==> src/rtl/gen_collector.sv <==
// rtl/gen_collector.sv - caller-side controller for start/ready/valid/done HLS generators
//
// Purpose: accepts a command carrying n, launches the generator with a one-cycle
// start pulse, drains the generator's stream into a small FIFO while applying
// backpressure through gen_ready, serves the FIFO on a downstream valid/ready
// port, then pulses seq_done with the number of items collected.
//
// Optional build macro: GEN_COLLECTOR_TIMEOUT_EN adds a stall timeout in RUN and
// the timeout_err output.
//
// Ports:
//   __clock, __reset_n          clock, asynchronous active-low reset
//   cmd_valid/cmd_ready/cmd_n   command handshake and generator argument
//   gen_n, gen_start, gen_reset generator argument, launch pulse, generator reset
//   gen_ready/gen_valid/gen_done/gen_output  generator output stream
//   out_valid/out_ready/out_data downstream item stream (FIFO head)
//   seq_done, seq_count         completion pulse and collected item count
//   busy                        high whenever not idle
//   timeout_err                 (macro only) sticky stall-timeout flag
module gen_collector #(
  parameter int W                 = 32,
  parameter int DEPTH             = 4,
  parameter int CW                = 16,
  parameter int DONE_CARRIES_DATA = 0,
  parameter int TIMEOUT           = 1024
) (
  input  logic          __clock,
  input  logic          __reset_n,
  input  logic          cmd_valid,
  output logic          cmd_ready,
  input  logic [W-1:0]  cmd_n,
  output logic [W-1:0]  gen_n,
  output logic          gen_start,
  output logic          gen_reset,
  output logic          gen_ready,
  input  logic          gen_valid,
  input  logic          gen_done,
  input  logic [W-1:0]  gen_output,
  output logic          out_valid,
  input  logic          out_ready,
  output logic [W-1:0]  out_data,
  output logic          seq_done,
  output logic [CW-1:0] seq_count,
  output logic          busy
`ifdef GEN_COLLECTOR_TIMEOUT_EN
  ,
  output logic          timeout_err
`endif
);

  localparam int AW = $clog2(DEPTH);
  localparam logic [AW:0] DEPTH_C = (AW+1)'(DEPTH);

  if (DEPTH < 2 || (DEPTH & (DEPTH - 1)) != 0 || TIMEOUT < 1) begin : g_param_check
    $error("gen_collector: DEPTH must be a power of two >= 2 and TIMEOUT >= 1");
  end

  typedef enum logic [1:0] {S_IDLE, S_START, S_RUN, S_FLUSH} state_t;

  state_t        state_q, state_d;
  logic [W-1:0]  gen_n_q, gen_n_d;
  logic          gen_start_q, gen_start_d;
  logic          gen_reset_q, gen_reset_d;
  logic          seq_done_q, seq_done_d;
  logic [CW-1:0] seq_count_q, seq_count_d;
  logic [CW-1:0] items_q, items_d;
  logic [AW-1:0] wr_ptr_q, wr_ptr_d;
  logic [AW-1:0] rd_ptr_q, rd_ptr_d;
  logic [AW:0]   fifo_count_q, fifo_count_d;
  logic [W-1:0]  mem_q [DEPTH];

`ifdef GEN_COLLECTOR_TIMEOUT_EN
  localparam int TW = $clog2(TIMEOUT + 1);
  logic [TW-1:0] stall_q, stall_d;
  logic          to_pend_q, to_pend_d;
  logic          timeout_err_q, timeout_err_d;
  assign timeout_err = timeout_err_q;
`endif

  logic beat_fire, push, pop;

  assign busy      = (state_q != S_IDLE);
  assign cmd_ready = (state_q == S_IDLE);
  // Ready depends only on current occupancy, so a full FIFO holds the
  // generator off even if the downstream pops in the same cycle.
  assign gen_ready = (state_q == S_RUN) && (fifo_count_q < DEPTH_C);
  assign out_valid = (fifo_count_q != '0);
  assign out_data  = mem_q[rd_ptr_q];

  assign gen_n     = gen_n_q;
  assign gen_start = gen_start_q;
  assign gen_reset = gen_reset_q;
  assign seq_done  = seq_done_q;
  assign seq_count = seq_count_q;

  assign beat_fire = gen_valid && gen_ready;
  // The done beat is a pure marker unless the generator puts data on it.
  assign push      = beat_fire && (!gen_done || (DONE_CARRIES_DATA != 0));
  assign pop       = out_valid && out_ready;

  always_comb begin
    state_d      = state_q;
    gen_n_d      = gen_n_q;
    gen_start_d  = 1'b0;
    gen_reset_d  = 1'b0;
    seq_done_d   = 1'b0;
    seq_count_d  = seq_count_q;
    items_d      = items_q;
    wr_ptr_d     = wr_ptr_q;
    rd_ptr_d     = rd_ptr_q;
    fifo_count_d = fifo_count_q;
`ifdef GEN_COLLECTOR_TIMEOUT_EN
    stall_d       = '0;
    to_pend_d     = to_pend_q;
    timeout_err_d = timeout_err_q;
`endif

    if (push) wr_ptr_d = wr_ptr_q + AW'(1);
    if (pop)  rd_ptr_d = rd_ptr_q + AW'(1);
    case ({push, pop})
      2'b10:   fifo_count_d = fifo_count_q + (AW+1)'(1);
      2'b01:   fifo_count_d = fifo_count_q - (AW+1)'(1);
      default: fifo_count_d = fifo_count_q;
    endcase

    case (state_q)
      S_IDLE: begin
        if (cmd_valid) begin
          gen_n_d     = cmd_n;
          items_d     = '0;
          gen_start_d = 1'b1;
          state_d     = S_START;
`ifdef GEN_COLLECTOR_TIMEOUT_EN
          to_pend_d     = 1'b0;
          timeout_err_d = 1'b0;
`endif
        end
      end
      S_START: state_d = S_RUN;
      S_RUN: begin
        if (push && items_q != '1) items_d = items_q + CW'(1);
        if (beat_fire && gen_done) state_d = S_FLUSH;
`ifdef GEN_COLLECTOR_TIMEOUT_EN
        // Any valid cycle proves the generator is alive, even if held off.
        stall_d = gen_valid ? '0 : stall_q + TW'(1);
        if (!gen_valid && stall_q == TW'(TIMEOUT - 1)) begin
          gen_reset_d = 1'b1;
          to_pend_d   = 1'b1;
          stall_d     = '0;
          state_d     = S_FLUSH;
        end
`endif
      end
      S_FLUSH: begin
        if (fifo_count_q == '0) begin
          seq_done_d  = 1'b1;
          seq_count_d = items_q;
          state_d     = S_IDLE;
`ifdef GEN_COLLECTOR_TIMEOUT_EN
          timeout_err_d = timeout_err_q | to_pend_q;
`endif
        end
      end
      default: state_d = S_IDLE;
    endcase
  end

  always_ff @(posedge __clock or negedge __reset_n) begin
    if (!__reset_n) begin
      state_q      <= S_IDLE;
      gen_n_q      <= '0;
      gen_start_q  <= 1'b0;
      gen_reset_q  <= 1'b1;
      seq_done_q   <= 1'b0;
      seq_count_q  <= '0;
      items_q      <= '0;
      wr_ptr_q     <= '0;
      rd_ptr_q     <= '0;
      fifo_count_q <= '0;
`ifdef GEN_COLLECTOR_TIMEOUT_EN
      stall_q       <= '0;
      to_pend_q     <= 1'b0;
      timeout_err_q <= 1'b0;
`endif
    end else begin
      state_q      <= state_d;
      gen_n_q      <= gen_n_d;
      gen_start_q  <= gen_start_d;
      gen_reset_q  <= gen_reset_d;
      seq_done_q   <= seq_done_d;
      seq_count_q  <= seq_count_d;
      items_q      <= items_d;
      wr_ptr_q     <= wr_ptr_d;
      rd_ptr_q     <= rd_ptr_d;
      fifo_count_q <= fifo_count_d;
`ifdef GEN_COLLECTOR_TIMEOUT_EN
      stall_q       <= stall_d;
      to_pend_q     <= to_pend_d;
      timeout_err_q <= timeout_err_d;
`endif
    end
  end

  // Storage needs no reset: occupancy alone decides what is visible.
  always_ff @(posedge __clock) begin
    if (push) mem_q[wr_ptr_q] <= gen_output;
  end

endmodule
==> config.mk <==
export PLATFORM = sky130hd
export DESIGN_NAME = gen_collector
export DESIGN_NICKNAME = d
export VERILOG_FILES = /design/src/rtl/gen_collector.sv
export SDC_FILE = /design/constraint.sdc
export NUM_CORES = 1
export LEC_CHECK = 0
export CAP_MARGIN = 15
export CELL_PAD_IN_SITES_DETAIL_PLACEMENT = 2
export CELL_PAD_IN_SITES_GLOBAL_PLACEMENT = 2
export CORE_ASPECT_RATIO = 0.5
export CORE_MARGIN = 3
export CORE_UTILIZATION = 30
export CTS_BUF_LIST = sky130_fd_sc_hd__clkbuf_16
export DETAILED_ROUTE_END_ITERATION = 12
export PLACE_DENSITY_LB_ADDON = 0.1
export SLEW_MARGIN = 20
export SYNTH_ARGS = -nofsm -noshare
export SYNTH_HDL_FRONTEND = slang
export SYNTH_SLANG_ARGS = --single-unit
export TNS_END_PERCENT = 1
==> constraint.sdc <==
create_clock -name __clock -period 3.3 [get_ports __clock]
set_input_delay 0.99 -clock __clock [delete_from_list [all_inputs] [get_ports __clock]]
set_output_delay 0.99 -clock __clock [all_outputs]
set_load 0.01 [all_outputs]
-- Yosys cells after proc, flatten, opt, wreduce, memory -nomap -nowiden
Memories as Yosys holds them, arrays and structs flattened.
Index checks and enable logic that the tools add are counted.
- output and inout port bits: 87
- memories: 1
- bits in registers: 76
- memory bits (writable): 128
- bits of input ports: 70
- word-level logic and storage cells: 58
- latch bits: 0
- ROM bits: 0
- memory list (memory ; words ; width ; read ports ; clocked after memory_dff ; wr ports ; line ; RTL):
    mem_q ; 4 ; 32 ; 1 ; 0 ; 1 ; 70 ; logic [W-1:0] mem_q [DEPTH];
- equality and inequality tests: 10
- multipliers: 0
- reduce and logical (&&, ||, !) cells: 17
- add/subtract/negate cells: 5
- muxes and demuxes: 14
- divide/modulo/power cells: 0
- order comparisons: 1
- bitwise operators: 0
- shift operators: 0
- operator list (cell ; number):
    16-bit 2-to-1 mux ; 2
    16-bit case mux with 2 select lines ; 1
    16-bit by 1-bit adder with 16-bit output, second input constant ; 1
    16-bit inequality test, second input constant ; 1
    2-bit case mux with 4 select lines ; 1
    2-bit == test, second input constant ; 3
    1-bit logical AND ; 6
    1-bit 2-to-1 mux ; 6
    2-bit 2-to-1 mux ; 3
    3-bit case mux with 2 select lines ; 1
    3-bit AND reduction ; 2
    2-bit nonzero test ; 3
    2-bit by 1-bit adder with 2-bit output, second input constant ; 2
    2-bit by 1-bit == test with 1-bit output, second input constant ; 2
    2-bit by 1-bit inequality test with 1-bit output, second input constant ; 2
    2-bit inequality test, second input constant ; 2
    2-bit AND reduction ; 2
    3-bit by 1-bit adder with 3-bit output, second input constant ; 1
    3-bit logical NOT ; 1
    3-bit less-than comparator, second input constant ; 1
    3-bit nonzero test ; 1
    3-bit by 1-bit subtractor with 3-bit output, second input constant ; 1
    2-bit logical NOT ; 1
    1-bit logical NOT ; 1

-- Depth between registers and ports, before layout
- depth in word-level cells: 7
- gate-level depth with buffers: 12
- depth with buffers taken out: 11

-- Worst setup path before layout
No wires, ideal clock.
- kind: reg2out
- start point: reg rd_ptr_q[0]
- end point: out out_data[23]
- cell stages (with the launch flop): 4
- buffers on the path: 2
- data required time: 2.310 ns
- slack: 0.586 ns
- data arrival time: 1.724 ns
- cells stage by stage: dfrtp_1 clkbuf_1 buf_1 mux4_2
- word-level cells in the longest chain between the ends: 1
- RTL lines (item ; line ; RTL):
    start: declaration ; 68 ; logic [AW-1:0] rd_ptr_q, rd_ptr_d;
    start signal: assignment ; 194 ; rd_ptr_q <= rd_ptr_d;
    memory read 4 x 32 bit ; n/a ;
    end: declaration ; 41 ; output logic [W-1:0] out_data,
Every way passes these cells.

-- Worst setup path after layout
- start point: reg rd_ptr_q[0]
- end point: out out_data[13]
The elaborated chain is that of the path after synthesis.

==> metrics.md <==
| Metric | Value |
|---|---|
| Worst hold path class | input port to async pin |
| Synth Register Bits | 204 |
| Fin crit share | 96.4% |
| CP Data Required Time | 2310 ps |
| Util after Layout | 42.2% |
| CP Capture Type | primary output |
| CTS Buf Count | 21 |
| Clk pin slew, worst setup/hold paths | 70 ps |
| Fin. Hold Viols | 0 |
| Fraction of registers with async set/reset | 37.3% |
| Vias in the first global route | 5034 |
| Maximum root-to-sink buffer count | 3 |
| Max FO, Critical Path | 17 |
| Switch Pwr | 2510 uW |
| Reg2Reg Setup Slack | 920 ps |
| Worst Skew | 9.48 ps |
| Max VDD drop | 0.282 mV |
| Crit path DAT | 2190 ps |
| Routability Congestion | 0.719 |
| Die Y | 121 um |
| Sw Share | 28.7% |
| Global-route wire length before repair | 30.1 mm |
| Final min period | 3180 ps |
| Port Buf Inserts | 156 |
| Power Internal | 6230 uW |
| Initial Util | 31.1% |
| Avg Inst Size Synth | 18.1 sq um |
| Seq/Total Area, Yosys | 72.0% |
| Pin count of the biggest net entering global routing | 47 |
| Initial DRC Count | 129 |
| Post-synth top flop | edfxtp_1 |
| Post-synth top cells | edfxtp_1 (128), dfrtp_1 (75), mux2_2 (48), mux4_2 (32), nand2_1 (24) |
| Tot Pwr | 8740 uW |
| Syn Inst Count | 440 |
| Endpoints failing setup | 0 |
| Initial DRT Pass Iterations | 4 |
| Warnings from Yosys | 0 |
| Max Freq | 0.314 GHz |
| Syn Nets | 521 |
| Synth area leader | edfxtp_1 |
| Most numerous cell in the Yosys netlist | edfxtp_1 |
| Reg power frac | 37.9% |
| Synth unique cells | 46 |
| Slew Viols, Final | 0 |
| Crit path launch type | flip-flop |
| Fillers | 2469 |
| Clock tree root buffer cell | clkbuf_16 |
| Yosys top cell area share | 48.2% |
| DRC violations left | 0 |
| Total Wirelength | 19.5 mm |
| Die Footprint | 0.0287 sq mm |
| Initial antenna violation count | 0 |
| Status | finished clean |
| DIE WIDTH | 237 um |
| H-tree lvl count | 1 |
| Total gr overflow | 0 |
| Pwr per Cell Area | 808 mW/mm^2 |
| Combinational share of power | 33.7% |
| Worst Max-Slew Pin Slew | 633 ps |
| Via/cell ratio | 4.59 |
| Via count | 4481 |
| Synth Cell Area | 0.00798 sq mm |
| DRT antenna net count | 0 |
| Count of flip-flops with a built-in enable after synthesis | 128 |
| Worst skew pair latency | 510 ps |
| Worst setup path category | flip-flop to primary output |
| RSZ-0062 raised after global routing | false |
| Reg2reg path depth | 9 |
| CTS tree | yes |
| Leak Pwr | 0.00398 uW |
| Rows | 41 |
| R2r startpoint | state_q[0] |
| Max_cap viols | 0 |
| Setup TNS | 0 ps |
| Slew margin rel. | 57.8% |
| Area Growth Syn to Fin | 35.5% |
| Clock power frac | 28.4% |
| # IOs | 157 |
| HPWL after DPL | 13.1 mm |
| Final #Nets | 699 |
| Clock tree sinks | 204 |
| Core footprint | 0.0256 sq mm |
| Drt wl/cell | 19.9 um |
| Ratio of cells with drive above 1 in the final layout | 21.5% |
| Largest cells by area after synthesis | edfxtp_1 (48%), dfrtp_1 (24%), mux4_2 (9.0%), mux2_2 (6.8%), ha_1 (1.6%) |
| Diodes inserted | 0 |
| GRT Overall Usage | 13.6% |
| Reg2reg end | items_q[11] |
-- power groups by stage --
stage / Clock [uW] / Sequential [uW] / Combinational (uW)
2_1_floorplan: 0 / 3420 / 1410
3_3_place_gp: 0 / 3360 / 2980
3_5_place_dp: 0 / 3380 / 3020
4_1_cts: 2580 / 3330 / 3050
5_1_grt: 2670 / 3370 / 3200
6_report: 2480 / 3320 / 2940
-- cell families (layout without fill, tap and decap cells) --
| family | after synthesis | count (layout) | synth area share, % |
|---|---|---|---|
| AO/OA/AOI/OAI | 32 | 32 | 2.73 |
| XOR/XNOR | 6 | 6 | 0.659 |
| adder cells (fa/ha/maj) | 11 | 11 | 1.82 |
| buffers and inverters | 30 | 223 | 1.62 |
| flip-flops | 204 | 204 | 72.0 |
| multiplexers | 82 | 82 | 16.1 |
| other | 1 | 1 | 0.0470 |
| AND/OR/NAND/NOR | 74 | 74 | 5.03 |
-- timing repair --
action,4_1_cts,5_1_grt
endpoints found under the setup margin,1,0
resized for setup,0,0
hold endpoints to repair,0,0
buffers inserted,1,0
hold buffers,0,0
-- registers in the layout, summed over array words and instances, names as in the netlist --
| name | count |
|---|---|
| seq_count | 16 |
| fifo_count_q | 3 |
| rd_ptr_q | 2 |
| seq_done | 1 |
| mem_q | 128 |
| gen_n | 32 |
| gen_start | 1 |
| wr_ptr_q | 2 |
| state_q | 2 |
| items_q | 16 |
| gen_reset | 1 |
-- stage by stage --
step | worst slack [ps] | area [sq um] | hold WS (ps) | cells
4_1_cts | 56.1 | 10800 | 502 | 977
6_report | 118 | 10800 | 487 | 977
2_1_floorplan | 586 | 7980 | 462 | 440
5_1_grt | 13.5 | 10800 | 521 | 977
3_5_place_dp | 414 | 10100 | 489 | 938
3_3_place_gp | 442 | 10100 | 487 | 938
-- cell usage in the layout, fill, tap and decap left out, types with 4 or more instances in the layout --
cell type | Yosys | routed
bufinv_16 | 0 | 4
nand3_1 | 11 | 11
a22o_1 | 5 | 5
inv_1 | 11 | 12
nor4_1 | 4 | 4
mux2_2 | 48 | 48
clkinv_1 | 0 | 5
ha_1 | 10 | 10
nor2_1 | 6 | 6
buf_4 | 0 | 10
o21ai_0 | 12 | 12
nand2_1 | 24 | 24
and3_1 | 4 | 4
edfxtp_1 | 128 | 128
dfrtp_1 | 75 | 74
clkdlybuf4s50_1 | 0 | 155
mux4_2 | 32 | 32
buf_12 | 0 | 7
clkbuf_16 | 0 | 21
clkinv_2 | 0 | 4
and2_1 | 6 | 6
-- critical path, stage by stage, from the launching register on --
cell,delay [ps]
dfrtp_2,430
buf_12,210
mux4_2,540
clkdlybuf4s50_1,500
-- worst max path at each step --
stage / endpoint / slack (ps) / depth (start not counted) / startpoint
after floorplan: out_data[23] / 590 / 3 / rd_ptr_q[0]
final: out_data[13] / 120 / 3 / rd_ptr_q[0]
after CTS: out_data[13] / 60 / 3 / rd_ptr_q[0]
after detailed placement: items_q[11] / 410 / 8 / gen_done
after global routing: out_data[12] / 10 / 3 / rd_ptr_q[0]
after global placement: items_q[14] / 440 / 7 / gen_done
-- final cells by class --
type,instances,area (sq um),share of cell area [%]
clock inverters,17,188,1.74
repair buffers,172,1770,16.3
inverters,13,51.3,0.474
multi-input cells,206,2100,19.4
flip-flops and latches,204,5750,53.2
clock buffers,21,526,4.86
well taps,344,430,3.98
-- layer usage --
| layer | wire length, um | track usage (%) | up-vias |
|---|---|---|---|
| met4 | 360 | 3.05 | 0 |
| met5 | 0 | 0 | - |
| met3 | 594 | 3.00 | 29 |
| li1 | - | - | 2060 |
| met1 | 8280 | 16.9 | 2341 |
| met2 | 10200 | 24.4 | 51 |
(Power assumes the default switching activity.)
